$ cat config.mk
export PLATFORM = sky130hd
export DESIGN_NAME = control_unit_v2
export DESIGN_NICKNAME = d
export VERILOG_FILES = /design/src/rtl/control_unit_v2.sv
export SDC_FILE = /design/constraint.sdc
export NUM_CORES = 1
export LEC_CHECK = 0
export BUFFER_PORTS_ARGS = -buffer_cell sky130_fd_sc_hd__buf_2
export CAP_MARGIN = 0
export CORE_MARGIN = 1
export CORE_UTILIZATION = 51
export DETAILED_ROUTE_END_ITERATION = 8
export PLACE_DENSITY = 0.83
export REMOVE_ABC_BUFFERS = 1
export SLEW_MARGIN = 20
export SYNTH_ARGS = -nofsm -noshare
export SYNTH_HDL_FRONTEND = slang
export SYNTH_SLANG_ARGS = --single-unit
$ cat constraint.sdc
create_clock -name clock -period 4.52 [get_ports clock]
set_clock_uncertainty 0.15 [all_clocks]
set_input_delay 0.226 -clock clock [delete_from_list [all_inputs] [get_ports clock]]
set_output_delay 0.226 -clock clock [all_outputs]
set_load 0.01 [all_outputs]
$ cat src/rtl/control_unit_v2.sv
// control_unit_v2: FSM controller for the 16-instruction accumulator processor.
// Drives IR/PC/accumulator/memory strobes, with a memory request/ready handshake
// and timeout trap, edge-qualified manual input, an output handshake and
// illegal-opcode trapping. All outputs are decoded from the current state and
// the live inputs; DisplayState mirrors the state code for the board LEDs.
module control_unit_v2 #(
  parameter int unsigned OP_W        = 4,
  parameter int unsigned MEM_HS      = 1,
  parameter int unsigned TIMEOUT     = 16,
  parameter int unsigned HALT_RESUME = 0
) (
  input  logic            clock,
  input  logic            reset,
  input  logic            Enter,
  input  logic [OP_W-1:0] IR,
  input  logic            Aeq0,
  input  logic            Apos,
  input  logic            mem_ready,
  input  logic            out_ack,
  output logic            IRload,
  output logic            JMPmux,
  output logic            PCload,
  output logic            Meminst,
  output logic            MemWr,
  output logic            Aload,
  output logic            Sub,
  output logic            mem_req,
  output logic [1:0]      Asel,
  output logic [2:0]      alu_op,
  output logic            out_valid,
  output logic            Halt,
  output logic            Error,
  output logic [4:0]      DisplayState
);

  typedef enum logic [4:0] {
    StStart  = 5'd0,
    StFetch  = 5'd1,
    StDecode = 5'd2,
    StLoad   = 5'd8,
    StStore  = 5'd9,
    StAdd    = 5'd10,
    StSub    = 5'd11,
    StIn     = 5'd12,
    StJz     = 5'd13,
    StJpos   = 5'd14,
    StHalt   = 5'd15,
    StAnd    = 5'd16,
    StOr     = 5'd17,
    StNot    = 5'd18,
    StJmp    = 5'd19,
    StOut    = 5'd20,
    StJneg   = 5'd21,
    StNop    = 5'd22,
    StError  = 5'd31
  } state_e;

  localparam logic [1:0] AselAlu = 2'b00;
  localparam logic [1:0] AselIn  = 2'b01;
  localparam logic [1:0] AselMem = 2'b10;

  localparam logic [2:0] AluAdd = 3'd0;
  localparam logic [2:0] AluSub = 3'd1;
  localparam logic [2:0] AluAnd = 3'd2;
  localparam logic [2:0] AluOr  = 3'd3;
  localparam logic [2:0] AluNot = 3'd4;

  // Counter only needs to reach TIMEOUT-1; with the trap disabled it may wrap harmlessly.
  localparam int unsigned   CntW      = (TIMEOUT > 2) ? $clog2(TIMEOUT) : 1;
  localparam logic [CntW-1:0] CntMax  = CntW'(TIMEOUT - 1);
  localparam bit            TimeoutEn = (TIMEOUT != 0);

  state_e          state_q, state_d;
  logic [CntW-1:0] cnt_q, cnt_d;
  logic            enter_q;

  logic       mem_rdy;
  logic       enter_rise;
  logic       op_illegal;
  logic [3:0] op_lo;
  logic       stall;
  logic       timeout;

  function automatic state_e op_to_state(input logic [3:0] op);
    case (op)
      4'd0:    return StLoad;
      4'd1:    return StStore;
      4'd2:    return StAdd;
      4'd3:    return StSub;
      4'd4:    return StIn;
      4'd5:    return StJz;
      4'd6:    return StJpos;
      4'd7:    return StHalt;
      4'd8:    return StAnd;
      4'd9:    return StOr;
      4'd10:   return StNot;
      4'd11:   return StJmp;
      4'd12:   return StOut;
      4'd13:   return StJneg;
      4'd14:   return StNop;
      default: return StError;
    endcase
  endfunction

  assign mem_rdy    = (MEM_HS != 0) ? mem_ready : 1'b1;
  assign enter_rise = Enter & ~enter_q;
  assign op_lo      = IR[3:0];
  // Any set bit above the 4-bit ISA field marks the opcode illegal.
  assign op_illegal = |(IR >> 4);

  assign stall   = ((state_q == StFetch) || (state_q == StLoad) || (state_q == StStore)) &
                   ~mem_rdy;
  // A ready in the same cycle suppresses the trap because stall is then low.
  assign timeout = TimeoutEn && stall && (cnt_q == CntMax);
  assign cnt_d   = stall ? cnt_q + 1'b1 : '0;

  assign DisplayState = state_q;

  // State, wait counter and Enter history registers.
  always_ff @(posedge clock or negedge reset) begin
    if (!reset) begin
      state_q <= StStart;
      cnt_q   <= '0;
      enter_q <= 1'b0;
    end else begin
      state_q <= state_d;
      cnt_q   <= cnt_d;
      enter_q <= Enter;
    end
  end

  // Next-state and datapath control decode.
  always_comb begin
    state_d   = state_q;
    IRload    = 1'b0;
    JMPmux    = 1'b0;
    PCload    = 1'b0;
    Meminst   = 1'b0;
    MemWr     = 1'b0;
    Aload     = 1'b0;
    Sub       = 1'b0;
    mem_req   = 1'b0;
    Asel      = AselAlu;
    alu_op    = AluAdd;
    out_valid = 1'b0;
    Halt      = 1'b0;
    Error     = 1'b0;

    case (state_q)
      StStart: state_d = StFetch;
      StFetch: begin
        mem_req = 1'b1;
        if (mem_rdy) begin
          IRload  = 1'b1;
          PCload  = 1'b1;
          state_d = StDecode;
        end
      end
      StDecode: begin
        Meminst = 1'b1;
        state_d = op_illegal ? StError : op_to_state(op_lo);
      end
      StLoad: begin
        mem_req = 1'b1;
        Meminst = 1'b1;
        Asel    = AselMem;
        if (mem_rdy) begin
          Aload   = 1'b1;
          state_d = StStart;
        end
      end
      StStore: begin
        mem_req = 1'b1;
        Meminst = 1'b1;
        MemWr   = 1'b1;
        if (mem_rdy) state_d = StStart;
      end
      StAdd: begin
        Aload   = 1'b1;
        alu_op  = AluAdd;
        state_d = StStart;
      end
      StSub: begin
        Aload   = 1'b1;
        Sub     = 1'b1;
        alu_op  = AluSub;
        state_d = StStart;
      end
      StAnd: begin
        Aload   = 1'b1;
        alu_op  = AluAnd;
        state_d = StStart;
      end
      StOr: begin
        Aload   = 1'b1;
        alu_op  = AluOr;
        state_d = StStart;
      end
      StNot: begin
        Aload   = 1'b1;
        alu_op  = AluNot;
        state_d = StStart;
      end
      StIn: begin
        Asel = AselIn;
        // Only a fresh press loads; a key already held on entry is ignored.
        if (enter_rise) begin
          Aload   = 1'b1;
          state_d = StStart;
        end
      end
      StOut: begin
        out_valid = 1'b1;
        if (out_ack) state_d = StStart;
      end
      StJz: begin
        JMPmux  = 1'b1;
        PCload  = Aeq0;
        state_d = StStart;
      end
      StJpos: begin
        JMPmux  = 1'b1;
        PCload  = Apos;
        state_d = StStart;
      end
      StJneg: begin
        JMPmux  = 1'b1;
        PCload  = ~Aeq0 & ~Apos;
        state_d = StStart;
      end
      StJmp: begin
        JMPmux  = 1'b1;
        PCload  = 1'b1;
        state_d = StStart;
      end
      StNop:  state_d = StStart;
      StHalt: begin
        Halt = 1'b1;
        if ((HALT_RESUME != 0) && enter_rise) state_d = StStart;
      end
      StError: Error = 1'b1;
      default: state_d = StError;
    endcase

    if (timeout) state_d = StError;
  end

endmodule

* Yosys cells after proc, flatten, opt, wreduce, memory -nomap -nowiden
Memories as Yosys holds them, arrays and structs flattened.
Cells that the tools add are included.
** Storage, ports and cells
- Memory bits (writable) :: 0
- Word-level logic and storage cells :: 70
- Memories :: 1
- ROM bits :: 80
- Bits in registers :: 10
- Latch bits :: 0
** Memories
- (no name shown) :: depth 16, width 5, rd ports 1, clocked after Yosys merged registers in 0, write ports 0, RTL line 85 : case (op)
** Operators by class
- Reductions and logical operators :: 12
- Bitwise operators :: 7
- Shift-type cells :: 0
- $add $sub $neg :: 1
- Muxes and demuxes :: 22
- $mul :: 0
- Eq/ne operators :: 24
- Div/mod/pow operators :: 0
- Magnitude comparators :: 0
** Operator list (number)
- $eq 5x4->1 const B :: 8
- $eq 5x5->1 const B :: 8
- $pmux 5 s8 :: 1
- $mux 5 :: 5
- $pmux 3 s4 :: 1
- $mux 1 :: 11
- $reduce_or 10->1 :: 1
- $ne 3x3->1 const B :: 3
- $reduce_or 3->1 :: 2
- $eq 5x1->1 const B :: 1
- $eq 5x2->1 const B :: 1
- $logic_not 5->1 :: 1
- $pmux 1 s5 :: 1
- $reduce_and 5->1 :: 1
- $reduce_or 5->1 :: 1
- $add 4x1->4 const B :: 1
- $eq 4x4->1 const B :: 1
- $mux 4 :: 1
- $not 1->1 :: 4
- $pmux 2 s2 :: 1
- $reduce_or 2->1 :: 2
- $reduce_or 4->1 :: 1
- $and 1x1->1 :: 3
- $ne 3x1->1 const B :: 1
- 4 further kinds :: 5

* Depth between registers and ports, before layout
- Depth after elaboration :: 7
- Depth in mapped cells :: 6

* Worst setup path before layout
OpenSTA, ideal clock, no wires.
- Path type :: register to output
- Start point :: register state_q[2] (netlist: DisplayState[2])
- End point :: output PCload
- Required time :: 4.144 ns
- Cell stages (with the launch flop) :: 6
- Slack :: 2.782 ns
- Arrival time :: 1.362 ns
- Path buffers :: 1
- Cells stage by stage :: dfrtp_1 buf_6 or2_4 nor4b_1 nand2_1 o211ai_1
** On the way
- Word-level cells in the longest chain between the ends :: 2
- Elaborated cells between the ends (all ways) :: 6
- Classes of those cells :: eq/ne: 5; mux: 1
** RTL lines
- start: declaration :: RTL line 73 : state_e state_q, state_d;
- start signal: assignment :: RTL line 122 : state_q <= StStart;
- start signal: assignment :: RTL line 126 : state_q <= state_d;
- $eq 5x5->1 (tied with other cells) :: RTL line 149 : case (state_q)
- $pmux 1 s5 * :: RTL line 149
- end: declaration :: RTL line 22 : output logic PCload,
Every way passes the cells marked *; elsewhere a longest branch is shown, timed or not.

* Worst setup path after layout
Same ends and word-level chain as after synthesis.

==> metrics.log <==
[metrics] critical setup path kind: reg2out
[metrics] total length of routed met3 wires: between 90 and 100 um
[metrics] final core occ: 0.665
[metrics] RSZ-0062 raised after global routing: no
[metrics] IO Port Bufs: 31
[metrics] number of vias per cell: 5.88
[metrics] Critical Path Sink Type: primary output
[metrics] number of optimization iterations in the first detailed-route pass: 4
[metrics] data arrival at the endpoint of the critical path: around 2.0 ns
[metrics] Chip Height: around 42 um
[metrics] slew at the pin with the worst max-slew slack: 0.672 ns
[metrics] top layer reached by signal wires: met4
[metrics] cell internal power dissipation: 189 uW
[metrics] wire length of the first global-routing pass: between 3000 and 4000 um
[metrics] Slew headroom: 0.552
[metrics] final routed DRC violation total: 0
[metrics] routed via count: 888
[metrics] type of the tightest min-delay check: in2reg
[metrics] Met1 Wirelength: roughly 900 um
[metrics] power density normalized to cell area: approximately 300 nW/um2
[metrics] share of the synthesized area in the top cell type: 0.300
[metrics] aggregate routed wire length: around 1900 um
[metrics] cell with the largest stage delay on the worst path: sky130_fd_sc_hd__dfrtp_1
[metrics] required time of the critical path: around 4.1 ns
[metrics] total met2 wirelength after detailed routing: 835 um
[metrics] setup tns final: 0 ns
[metrics] vias in the first global route: ~740
[metrics] top cells by area in the synthesized netlist: sky130_fd_sc_hd__dfrtp_1 30%, sky130_fd_sc_hd__nor2_1 6.3%, sky130_fd_sc_hd__nand2_1 5.4%
[metrics] Placement Cell Area: roughly 970 um2
[metrics] Clock Power Share: 0.195
[metrics] clock tree root driver cell: sky130_fd_sc_hd__clkbuf_4
[metrics] area of the mapped netlist: around 830 um2
[metrics] Yosys Warn Count: 0
[metrics] run status: complete, no violations
[metrics] worst-skew pair later-pin latency: between 0.2 and 0.3 ns
[metrics] DIE AREA: roughly 1800 um2
[metrics] leakage power: roughly 0.0005 uW
[metrics] Bufs on Longest Clock Path: 2
[metrics] worst IR drop on VDD: 0.188 mV
[metrics] Horiz. Die Dim: 42.4 um
[metrics] Period minus WS final: between 2 and 2.5 ns
[metrics] Remaining Overflow, GRT: 0
[metrics] most instantiated flip-flop cell in the synthesis netlist: sky130_fd_sc_hd__dfrtp_1
[metrics] number of synthesized flops with an enable pin: 0
[metrics] antenna cell count: 0
[metrics] initial DRC count: 11
[metrics] GRT Total Usage: 0.237
[metrics] NumNets Final: approximately 150
[metrics] fin crit share: 0.525
[metrics] number of cells in the design after placement: about 150
[metrics] cts bufs inserted: 3
[metrics] area leader, netlist: sky130_fd_sc_hd__dfrtp_1
[metrics] slowest cell delay on critical path: 0.58 ns
[metrics] number of instances in the synthesized netlist: between 100 and 150
[metrics] startpoint class of the critical path: flip-flop
[metrics] count of endpoints failing hold in the final timing report: 0
[metrics] post-route standard cell area excluding fillers: 1010 um2
[metrics] max-cap violations: 0
[metrics] detail-routed net length per standard cell: about 12 um
[metrics] Synth top cells by count: 14 x sky130_fd_sc_hd__nor2_1, 12 x sky130_fd_sc_hd__nand2_1, 10 x sky130_fd_sc_hd__dfrtp_1, 6 x sky130_fd_sc_hd__nand2b_1, 5 x sky130_fd_sc_hd__nand3_1
[metrics] total of endpoints with negative setup slack in the final report: 0
[metrics] Switch Pwr: 120 uW
[metrics] number of rows created at floorplan: 14
[metrics] final HPWL from detailed placement: roughly 1400 um
[metrics] area of the placeable core: ~1500 um2
[metrics] Sink Count: 10
[metrics] Comb power frac: 0.393
[metrics] Slew Viols, Final: 0
[metrics] crit-path cells: or2_4 -> nor4b_1 -> nand2_1 -> o211ai_1 -> buf_2
[metrics] count of state elements after synthesis: 10
[metrics] portion of total power attributed to sequential cells: 0.412
[metrics] effective utilization at floorplan: 0.547
[metrics] switching portion of total power: 0.388
[metrics] min setup slack post-route: around 2.1 ns
[metrics] CTS tree: done
[metrics] H-tree level count: 1
[metrics] most used standard cell by instance count after synthesis: sky130_fd_sc_hd__nor2_1
[metrics] fraction of final layout cells with drive strength greater than 1: 0.281
[metrics] Synth Area per Inst: 7.86 um2
[metrics] Worst Path Max Fanout: 20
[metrics] area grow syn2layout: 21.6%
[metrics] final std cells w/o fill: about 150
[metrics] initial antenna violation count: 0
[metrics] Seq/Total Area, Yosys: 0.300
[metrics] count of antenna-violating nets left after detailed routing: 0
[metrics] distinct cell type count of the synthesized netlist: 36
[metrics] async set-or-reset flop fraction in the synthesized netlist: 1.00
[metrics] Peak Freq: around 420 MHz
[metrics] largest net degree at the start of global routing: 23
[metrics] Clk pin slew, worst setup/hold paths: approximately 0.060 ns
[metrics] Worst Setup Slack post-DPL: between 2 and 2.5 ns
[metrics] number of ports placed on the die boundary: 32
[metrics] routability congestion estimate from global placement: slightly above 0.8
[placed cells by master, fill, tap and decap left out]
cell type	count
sky130_fd_sc_hd__a2bb2oi_1	4
sky130_fd_sc_hd__a41oi_1	1
sky130_fd_sc_hd__mux2i_1	2
sky130_fd_sc_hd__nand4_2	1
sky130_fd_sc_hd__and3_1	4
sky130_fd_sc_hd__nand2_1	12
sky130_fd_sc_hd__nor4_4	1
sky130_fd_sc_hd__xor2_1	1
sky130_fd_sc_hd__or2_4	1
sky130_fd_sc_hd__buf_2	31
sky130_fd_sc_hd__o22ai_1	3
sky130_fd_sc_hd__a31oi_1	1
sky130_fd_sc_hd__and2_1	2
sky130_fd_sc_hd__inv_1	3
sky130_fd_sc_hd__a32o_1	1
sky130_fd_sc_hd__clkbuf_4	3
sky130_fd_sc_hd__and4_1	1
sky130_fd_sc_hd__nand4_1	2
sky130_fd_sc_hd__xnor2_1	1
sky130_fd_sc_hd__nor3_1	4
sky130_fd_sc_hd__nand3_1	5
sky130_fd_sc_hd__dlygate4sd3_1	2
sky130_fd_sc_hd__o21bai_1	1
sky130_fd_sc_hd__nor2b_1	4
sky130_fd_sc_hd__nor4b_1	3
sky130_fd_sc_hd__o21ai_0	1
sky130_fd_sc_hd__o21ai_1	1
sky130_fd_sc_hd__a21oi_1	3
sky130_fd_sc_hd__nand2b_1	6
sky130_fd_sc_hd__ha_1	1
sky130_fd_sc_hd__o21ai_2	1
sky130_fd_sc_hd__o211ai_1	1
sky130_fd_sc_hd__dfrtp_1	10
sky130_fd_sc_hd__nor2_1	14
sky130_fd_sc_hd__o21a_1	2
sky130_fd_sc_hd__and3b_1	1
[final cells by class]
cell class / count / area (um2)
fillers: 135 / 510
repair buffers: 33 / 175
inverters: 3 / 11.3
clock buffers: 3 / 22.5
flip-flops and latches: 10 / 250
well taps: 16 / 20.0
multi-input cells: 86 / 534
[routing by layer]
layer,track usage,up-vias
met2,0.351,26
li1,-,444
met3,0.0517,6
met4,0.113,0
met5,0,-
met1,0.328,412
[worst max-delay path: cells and delay by family, from the launching register on]
kind | cells | cell delay, ns
and+or+nand+nor | 3 | 0.90
DFF | 1 | 0.58
AOI/OAI and AO/OA | 1 | 0.09
buffers and inverters | 1 | 0.15
[logic make-up (layout without fill, tap and decap cells)]
logic type	Yosys count	after routing	share of synthesized area
flip-flops	10	10	0.300
buffers and inverters	10	39	0.0586
AO/OA/AOI/OAI	20	20	0.171
adder cells (fa/ha/maj)	1	1	0.0150
multiplexers	2	2	0.0240
AND/OR/NAND/NOR	61	61	0.410
XOR/XNOR	2	2	0.0210
[sequential cells by signal (all words and copies together), names as in the netlist]
signal / count
DisplayState: 5
cnt_q: 4
enter_q: 1
[power by group through the flow]
stage	sequential [uW]	combinational, uW	clock, uW
after detailed placement	128	120	0
after floorplan	125	84.1	0
after CTS	127	122	62.1
after global placement	128	118	0
after global routing	131	137	70.0
final	127	121	60.2
[final timing paths]
check                                startpoint  slack, ns  cells after the start               to
worst max register to register  DisplayState[2]       2.49                      5  DisplayState[2]
worst min register to register         cnt_q[0]       0.32                      1         cnt_q[0]
min in group asynchronous                 reset       0.19                      2  DisplayState[2]
worst max-delay path            DisplayState[2]       2.15                      5           PCload
max in group asynchronous                 reset       3.84                      2         cnt_q[2]
worst min-delay path                      IR[3]       0.06                      3  DisplayState[4]
[metrics by stage]
stage                     total power (uW)  hold slack [ns]
after floorplan                        209           -0.220
after global placement                 246          -0.0568
after detailed placement               248          -0.0522
after CTS                              311           0.0542
after global routing                   338           0.0785
final                                  309           0.0593
[repair_timing]
action                    4_1_cts  5_1_grt
setup buffers                   0        0
resized for setup               0        0
hold buffers                    2        0
hold endpoints to repair       11        0
(Power assumes the default switching activity.)
